[src/rtl/axil_iic_initiator.sv]
// rtl/axil_iic_initiator.sv - single-entry command/response to AXI4-Lite initiator for the IIC controller
// Optional watchdog built when AXIL_IIC_INIT_TIMEOUT_EN is defined.
module axil_iic_initiator #(
  parameter int ADDR_W         = 9,
  parameter int TIMEOUT_CYCLES = 1024
) (
  input  logic              clk,
  input  logic              aresetn,

  input  logic              cmd_valid,
  output logic              cmd_ready,
  input  logic              cmd_write,
  input  logic [ADDR_W-1:0] cmd_addr,
  input  logic [31:0]       cmd_wdata,
  input  logic [3:0]        cmd_wstrb,

  output logic              rsp_valid,
  input  logic              rsp_ready,
  output logic [31:0]       rsp_rdata,
  output logic [1:0]        rsp_resp,
  output logic              rsp_timeout,

  output logic [ADDR_W-1:0] m_axi_awaddr,
  output logic              m_axi_awvalid,
  input  logic              m_axi_awready,
  output logic [31:0]       m_axi_wdata,
  output logic [3:0]        m_axi_wstrb,
  output logic              m_axi_wvalid,
  input  logic              m_axi_wready,
  input  logic [1:0]        m_axi_bresp,
  input  logic              m_axi_bvalid,
  output logic              m_axi_bready,
  output logic [ADDR_W-1:0] m_axi_araddr,
  output logic              m_axi_arvalid,
  input  logic              m_axi_arready,
  input  logic [31:0]       m_axi_rdata,
  input  logic [1:0]        m_axi_rresp,
  input  logic              m_axi_rvalid,
  output logic              m_axi_rready
);

  typedef enum logic [2:0] {IDLE, WR, WRESP, RADDR, RDATA, RSP} state_e;

  state_e            state_q, state_d;
  logic              cmd_ready_q, cmd_ready_d;
  logic              awvalid_q, awvalid_d;
  logic              wvalid_q, wvalid_d;
  logic              bready_q, bready_d;
  logic              arvalid_q, arvalid_d;
  logic              rready_q, rready_d;
  logic [ADDR_W-1:0] awaddr_q, awaddr_d;
  logic [ADDR_W-1:0] araddr_q, araddr_d;
  logic [31:0]       wdata_q, wdata_d;
  logic [3:0]        wstrb_q, wstrb_d;
  logic              rsp_valid_q, rsp_valid_d;
  logic [31:0]       rsp_rdata_q, rsp_rdata_d;
  logic [1:0]        rsp_resp_q, rsp_resp_d;

`ifdef AXIL_IIC_INIT_TIMEOUT_EN
  localparam int CNT_W = $clog2(TIMEOUT_CYCLES + 1);
  localparam logic [CNT_W-1:0] CNT_LAST = CNT_W'(TIMEOUT_CYCLES - 1);

  logic             rsp_timeout_q, rsp_timeout_d;
  logic [CNT_W-1:0] cnt_q, cnt_d;
  logic             busy;

  assign busy  = (state_q == WR) || (state_q == WRESP) ||
                 (state_q == RADDR) || (state_q == RDATA);
  // Entry to WR/RADDR is always from IDLE, where the count is held at zero.
  assign cnt_d = busy ? cnt_q + 1'b1 : '0;
`else
  localparam int unused_timeout_cycles = TIMEOUT_CYCLES;
`endif

  always_comb begin
    state_d     = state_q;
    cmd_ready_d = cmd_ready_q;
    awvalid_d   = awvalid_q;
    wvalid_d    = wvalid_q;
    bready_d    = 1'b0;
    arvalid_d   = arvalid_q;
    rready_d    = 1'b0;
    awaddr_d    = awaddr_q;
    araddr_d    = araddr_q;
    wdata_d     = wdata_q;
    wstrb_d     = wstrb_q;
    rsp_valid_d = rsp_valid_q;
    rsp_rdata_d = rsp_rdata_q;
    rsp_resp_d  = rsp_resp_q;

    unique case (state_q)
      IDLE: begin
        if (cmd_valid) begin
          cmd_ready_d = 1'b0;
          awaddr_d    = cmd_addr;
          araddr_d    = cmd_addr;
          wdata_d     = cmd_wdata;
          wstrb_d     = cmd_wstrb;
          if (cmd_write) begin
            awvalid_d = 1'b1;
            wvalid_d  = 1'b1;
            state_d   = WR;
          end else begin
            arvalid_d = 1'b1;
            state_d   = RADDR;
          end
        end
      end
      WR: begin
        if (awvalid_q && m_axi_awready) awvalid_d = 1'b0;
        if (wvalid_q && m_axi_wready)   wvalid_d  = 1'b0;
        // A channel already low has completed its handshake earlier.
        if ((!awvalid_q || m_axi_awready) && (!wvalid_q || m_axi_wready)) begin
          state_d = WRESP;
        end
      end
      WRESP: begin
        bready_d = 1'b1;
        if (bready_q && m_axi_bvalid) begin
          bready_d    = 1'b0;
          rsp_valid_d = 1'b1;
          rsp_rdata_d = '0;
          rsp_resp_d  = m_axi_bresp;
          state_d     = RSP;
        end
      end
      RADDR: begin
        if (arvalid_q && m_axi_arready) begin
          arvalid_d = 1'b0;
          state_d   = RDATA;
        end
      end
      RDATA: begin
        rready_d = 1'b1;
        if (rready_q && m_axi_rvalid) begin
          rready_d    = 1'b0;
          rsp_valid_d = 1'b1;
          rsp_rdata_d = m_axi_rdata;
          rsp_resp_d  = m_axi_rresp;
          state_d     = RSP;
        end
      end
      RSP: begin
        if (rsp_ready) begin
          rsp_valid_d = 1'b0;
          cmd_ready_d = 1'b1;
          state_d     = IDLE;
        end
      end
      default: state_d = IDLE;
    endcase

`ifdef AXIL_IIC_INIT_TIMEOUT_EN
    rsp_timeout_d = rsp_timeout_q;
    if (state_q != RSP && state_d == RSP) rsp_timeout_d = 1'b0;
    // Bus treated as dead: abandon the handshake even though valids were high.
    if (busy && cnt_q == CNT_LAST) begin
      awvalid_d     = 1'b0;
      wvalid_d      = 1'b0;
      arvalid_d     = 1'b0;
      bready_d      = 1'b0;
      rready_d      = 1'b0;
      rsp_valid_d   = 1'b1;
      rsp_rdata_d   = '0;
      rsp_resp_d    = 2'b10;
      rsp_timeout_d = 1'b1;
      state_d       = RSP;
    end
`endif
  end

  always_ff @(posedge clk or negedge aresetn) begin
    if (!aresetn) begin
      state_q     <= IDLE;
      cmd_ready_q <= 1'b1;
      awvalid_q   <= 1'b0;
      wvalid_q    <= 1'b0;
      bready_q    <= 1'b0;
      arvalid_q   <= 1'b0;
      rready_q    <= 1'b0;
      awaddr_q    <= '0;
      araddr_q    <= '0;
      wdata_q     <= '0;
      wstrb_q     <= '0;
      rsp_valid_q <= 1'b0;
      rsp_rdata_q <= '0;
      rsp_resp_q  <= '0;
    end else begin
      state_q     <= state_d;
      cmd_ready_q <= cmd_ready_d;
      awvalid_q   <= awvalid_d;
      wvalid_q    <= wvalid_d;
      bready_q    <= bready_d;
      arvalid_q   <= arvalid_d;
      rready_q    <= rready_d;
      awaddr_q    <= awaddr_d;
      araddr_q    <= araddr_d;
      wdata_q     <= wdata_d;
      wstrb_q     <= wstrb_d;
      rsp_valid_q <= rsp_valid_d;
      rsp_rdata_q <= rsp_rdata_d;
      rsp_resp_q  <= rsp_resp_d;
    end
  end

`ifdef AXIL_IIC_INIT_TIMEOUT_EN
  always_ff @(posedge clk or negedge aresetn) begin
    if (!aresetn) begin
      cnt_q         <= '0;
      rsp_timeout_q <= 1'b0;
    end else begin
      cnt_q         <= cnt_d;
      rsp_timeout_q <= rsp_timeout_d;
    end
  end
  assign rsp_timeout = rsp_timeout_q;
`else
  assign rsp_timeout = 1'b0;
`endif

  assign cmd_ready     = cmd_ready_q;
  assign rsp_valid     = rsp_valid_q;
  assign rsp_rdata     = rsp_rdata_q;
  assign rsp_resp      = rsp_resp_q;
  assign m_axi_awaddr  = awaddr_q;
  assign m_axi_awvalid = awvalid_q;
  assign m_axi_wdata   = wdata_q;
  assign m_axi_wstrb   = wstrb_q;
  assign m_axi_wvalid  = wvalid_q;
  assign m_axi_bready  = bready_q;
  assign m_axi_araddr  = araddr_q;
  assign m_axi_arvalid = arvalid_q;
  assign m_axi_rready  = rready_q;

endmodule

[config.mk]
export PLATFORM = sky130hd
export DESIGN_NAME = axil_iic_initiator
export DESIGN_NICKNAME = d
export VERILOG_FILES = /design/src/rtl/axil_iic_initiator.sv
export SDC_FILE = /design/constraint.sdc
export NUM_CORES = 1
export LEC_CHECK = 0
export CAP_MARGIN = 15
export CORE_AREA = 2 2 116 95
export CTS_BUF_LIST = sky130_fd_sc_hd__clkbuf_16
export DETAILED_ROUTE_END_ITERATION = 6
export DIE_AREA = 0 0 118 97
export GPL_TIMING_DRIVEN = 0
export PLACE_DENSITY = 0.73
export RECOVER_POWER = 50
export SYNTH_ARGS = -nofsm -noshare
export SYNTH_HDL_FRONTEND = slang
export SYNTH_SLANG_ARGS = --single-unit
[constraint.sdc]
create_clock -name clk -period 1.7 [get_ports clk]
set_input_delay 0.34 -clock clk [delete_from_list [all_inputs] [get_ports clk]]
set_output_delay 0.34 -clock clk [all_outputs]
set_load 0.01 [all_outputs]
==> results.yml <==
routing:
  wirelength_mm: 11.0
  vias: 2984
  drc: 0
  drt_iter0_drc: 128
  wl_per_cell_um: 17.7
  first_pass_iters: 4
  ant_nets: 0
  via_per_inst: 4.79
power_and_ir_drop:
  peakVddDrop_v: 0.00101
  power_density_nw_per_um2: 1930
  switching_power_mw: 3.97
  combPwrFrac_pct: 55.1
  power.internal_mw: 8.81
  p_seq_share_pct: 28.7
  clkPwrFrac_pct: 16.2
  swShare_pct: 31.1
  p_leak_nw: 3.00
global_route:
  grt_pass1_wl_mm: 16.8
  antenna_found_initial: 0
  grt_usage_pct: 18.5
  grt_start_max_net_pins: 61
  grt_pass1_vias: 3153
  overflow: 0
worst_setup_path:
  critPathRequiredTime_ns: 1.91
  cp_cell_sequence: "buf_6, nor2_4, a32o_2, or3_4, buf_12, buf_8, a22o_1"
  arrival_ns: 2.05
  critical_path.max_fanout: 8
  worst_path_max_delay_cell: "dfrtp_1"
  crit_path_end_kind: "register"
  r2r_cells: 7
  critical-path-max-stage-delay_ns: 0.37
  r2r-start: "state_q[1]"
  crit_start: "state_q[1]"
  crit_type: "register to register"
  crit_end: "rsp_rdata[31]"
  r2r_end: "rsp_rdata[31]"
  ff2ff_setup_slack_ns: -0.13
  cp-start-kind: "register"
finish:
  layout_common_cells: "174 x clkdlybuf4s50_1, 86 x dfrtp_1, 46 x mux2_4"
  n_antenna_cell: 0
  fin_cells: 623
  drive_above_1_share_pct: 28.0
  area_growth_pct: 88.3
  fillers: 763
  final_common_cell: "clkdlybuf4s50_1"
  final_core_util_pct: 65.1
  nets: 569
  final_area_sq_um: 6640
synth:
  synth_fp_nets: 341
  yosysWarnings: 0
  ys_ff_latch: 89
  syn-instance-count: 250
  netlist_area_sq_um: 3530
  yosysUniqueCellTypes: 32
  ys_top_cells_by_area: "dfrtp_1 62%, mux2_2 13%, a22o_1 7.9%"
  netlist.area_leader.share_pct: 62.5
  synth.avg_cell_area_sq_um: 14.1
  yosysTopAreaCell: "dfrtp_1"
  yosysSeqAreaShare_pct: 63.2
timing:
  drv_slew: 0
  tightest_slew_ns: 0.824
  hold_violations: 0
  slew_headroom_pct: 45.1
  setup_ws_ns: -0.135
  fin_crit_sh_pct: 108
  clock-skew-final_ns: 0.00869
  fmax_ghz: 0.545
  fin_crit_ns: 1.83
  rsz0062_at_grt: "true"
  setup_violations: 49
clock_tree:
  cts_root_buffer: "clkbuf_16"
  cts_tree: "built"
  clockBufferDepth: 2
  clock_latency_ns: 0.34
  cts_num_sinks: 89
  path_clk_slew_ns: 0.07
  htree_num_levels: 3
  numCtsBuffers: 9
floorplanning:
  die_area_sq_um: 11400
  start_util_pct: 34.6
  die_w_um: 118
  die-height_um: 97
  coreArea_sq_um: 10200
  num_rows: 33
  ios: 187
placement:
  gp_congestion: 0.740
  place_area_sq_um: 5600
  dp.cells: 576
  place_hpwl_mm: 6.95
  io_buffers: 185
flow_run:
  cap_violations: 0
run_status:
  status: "complete, but fails checks"
  failed_checks: "negative setup slack"
worst_hold_path:
  hold_class: "register to register"
-- synthesized netlist by cell type, drive strengths merged --
cell / instances
nor3: 1
buf: 22
nor2: 7
mux2i: 3
inv: 5
a32o: 1
and2: 1
o31ai: 1
clkbuf: 2
a31oi: 3
a31o: 1
nand2b: 1
a21oi: 5
a22o: 32
nor4: 1
conb: 1
dfstp: 1
o21ai: 9
or3: 1
xnor2: 1
dfrtp: 88
mux2: 46
nand2: 13
nor3b: 1
nor2b: 1
o22ai: 1
a311oi: 1
-- repair_timing --
action,CTS,global route
hold endpoints to repair,28,0
gates cloned,5,3
setup endpoints to repair,84,87
resized for setup,47,64
hold buffers,1,0
buffers inserted,17,7
pin swaps,4,33
-- critical path, delay by kind of cell, from the launching register on --
kind / cells / cell delay [ns]
flip-flops: 1 / 0.37
AND/OR/NAND/NOR: 2 / 0.40
AO/OA/AOI/OAI: 2 / 0.52
buffers and inverters: 3 / 0.42
-- per-stage QoR --
step	worst slack, ns	power (mW)	hold WS, ns	setup TNS (ns)
6_report	-0.135	12.8	0.491	-4.01
5_1_grt	-0.195	13.4	0.506	-6.93
4_1_cts	-0.0918	11.9	0.483	-3.48
3_5_place_dp	-0.496	8.86	0.308	-27.85
3_3_place_gp	-2.93	8.73	0.464	-286.55
2_1_floorplan	-0.0331	6.14	0.0444	-0.0331
-- power by group through the flow --
stage | logic [mW] | clock network [mW] | registers (mW)
floorplan | 2.17 | 0 | 3.97
global route | 7.45 | 2.22 | 3.78
CTS | 6.15 | 2.14 | 3.60
finish | 7.05 | 2.07 | 3.67
detailed placement | 5.25 | 0 | 3.61
global placement | 5.15 | 0 | 3.58
-- state kept, by name, indices dropped and copies added (netlist names) --
name	count
cmd_ready	1
m_axi_araddr	9
m_axi_arvalid	1
m_axi_awvalid	1
m_axi_bready	1
m_axi_rready	1
m_axi_wdata	32
m_axi_wstrb	4
m_axi_wvalid	1
rsp_rdata	32
rsp_resp	2
rsp_valid	1
state_q	3
-- worst min-delay path by stage --
stage	from	to	cells past startpoint	slack, ns
3_5_place_dp	aresetn	m_axi_wvalid	1	0.31
6_report	m_axi_rready	m_axi_rready	1	0.49
5_1_grt	m_axi_rready	m_axi_rready	1	0.51
4_1_cts	aresetn	m_axi_wvalid	2	0.48
3_3_place_gp	rsp_resp[0]	rsp_resp[0]	2	0.46
2_1_floorplan	aresetn	m_axi_araddr[0]	0	0.04
-- final cells by class --
type / instances / area [sq um] / share of cell area, %
plain buffers: 23 / 230 / 3.47
clock buffers: 9 / 225 / 3.39
clock inverters: 7 / 86.3 / 1.30
inverters: 5 / 18.8 / 0.283
multi-input cells: 132 / 1370 / 20.6
flip-flops and latches: 89 / 2230 / 33.6
well taps: 140 / 175 / 2.64
repair buffers: 218 / 2300 / 34.7
-- metal layers --
layer  GRT usage (%)  up-vias  wire length [um]
met5               0        -                 0
met4            4.73        0               118
met3            6.13       10               732
met2            31.1      128              5430
met1            22.9     1500              4720
li1                -     1346                 -
-- logic make-up (layout without fill, tap and decap cells) --
family	after synthesis	in the layout	synth area share (%)
other cells	1	1	0.106
buf+inv	29	262	5.36
flops	89	89	63.2
compound gates	54	54	11.8
simple gates	27	27	3.73
mux	49	49	15.5
xor+xnor	1	1	0.248
Note: power is estimated with default switching activity, not from simulation.
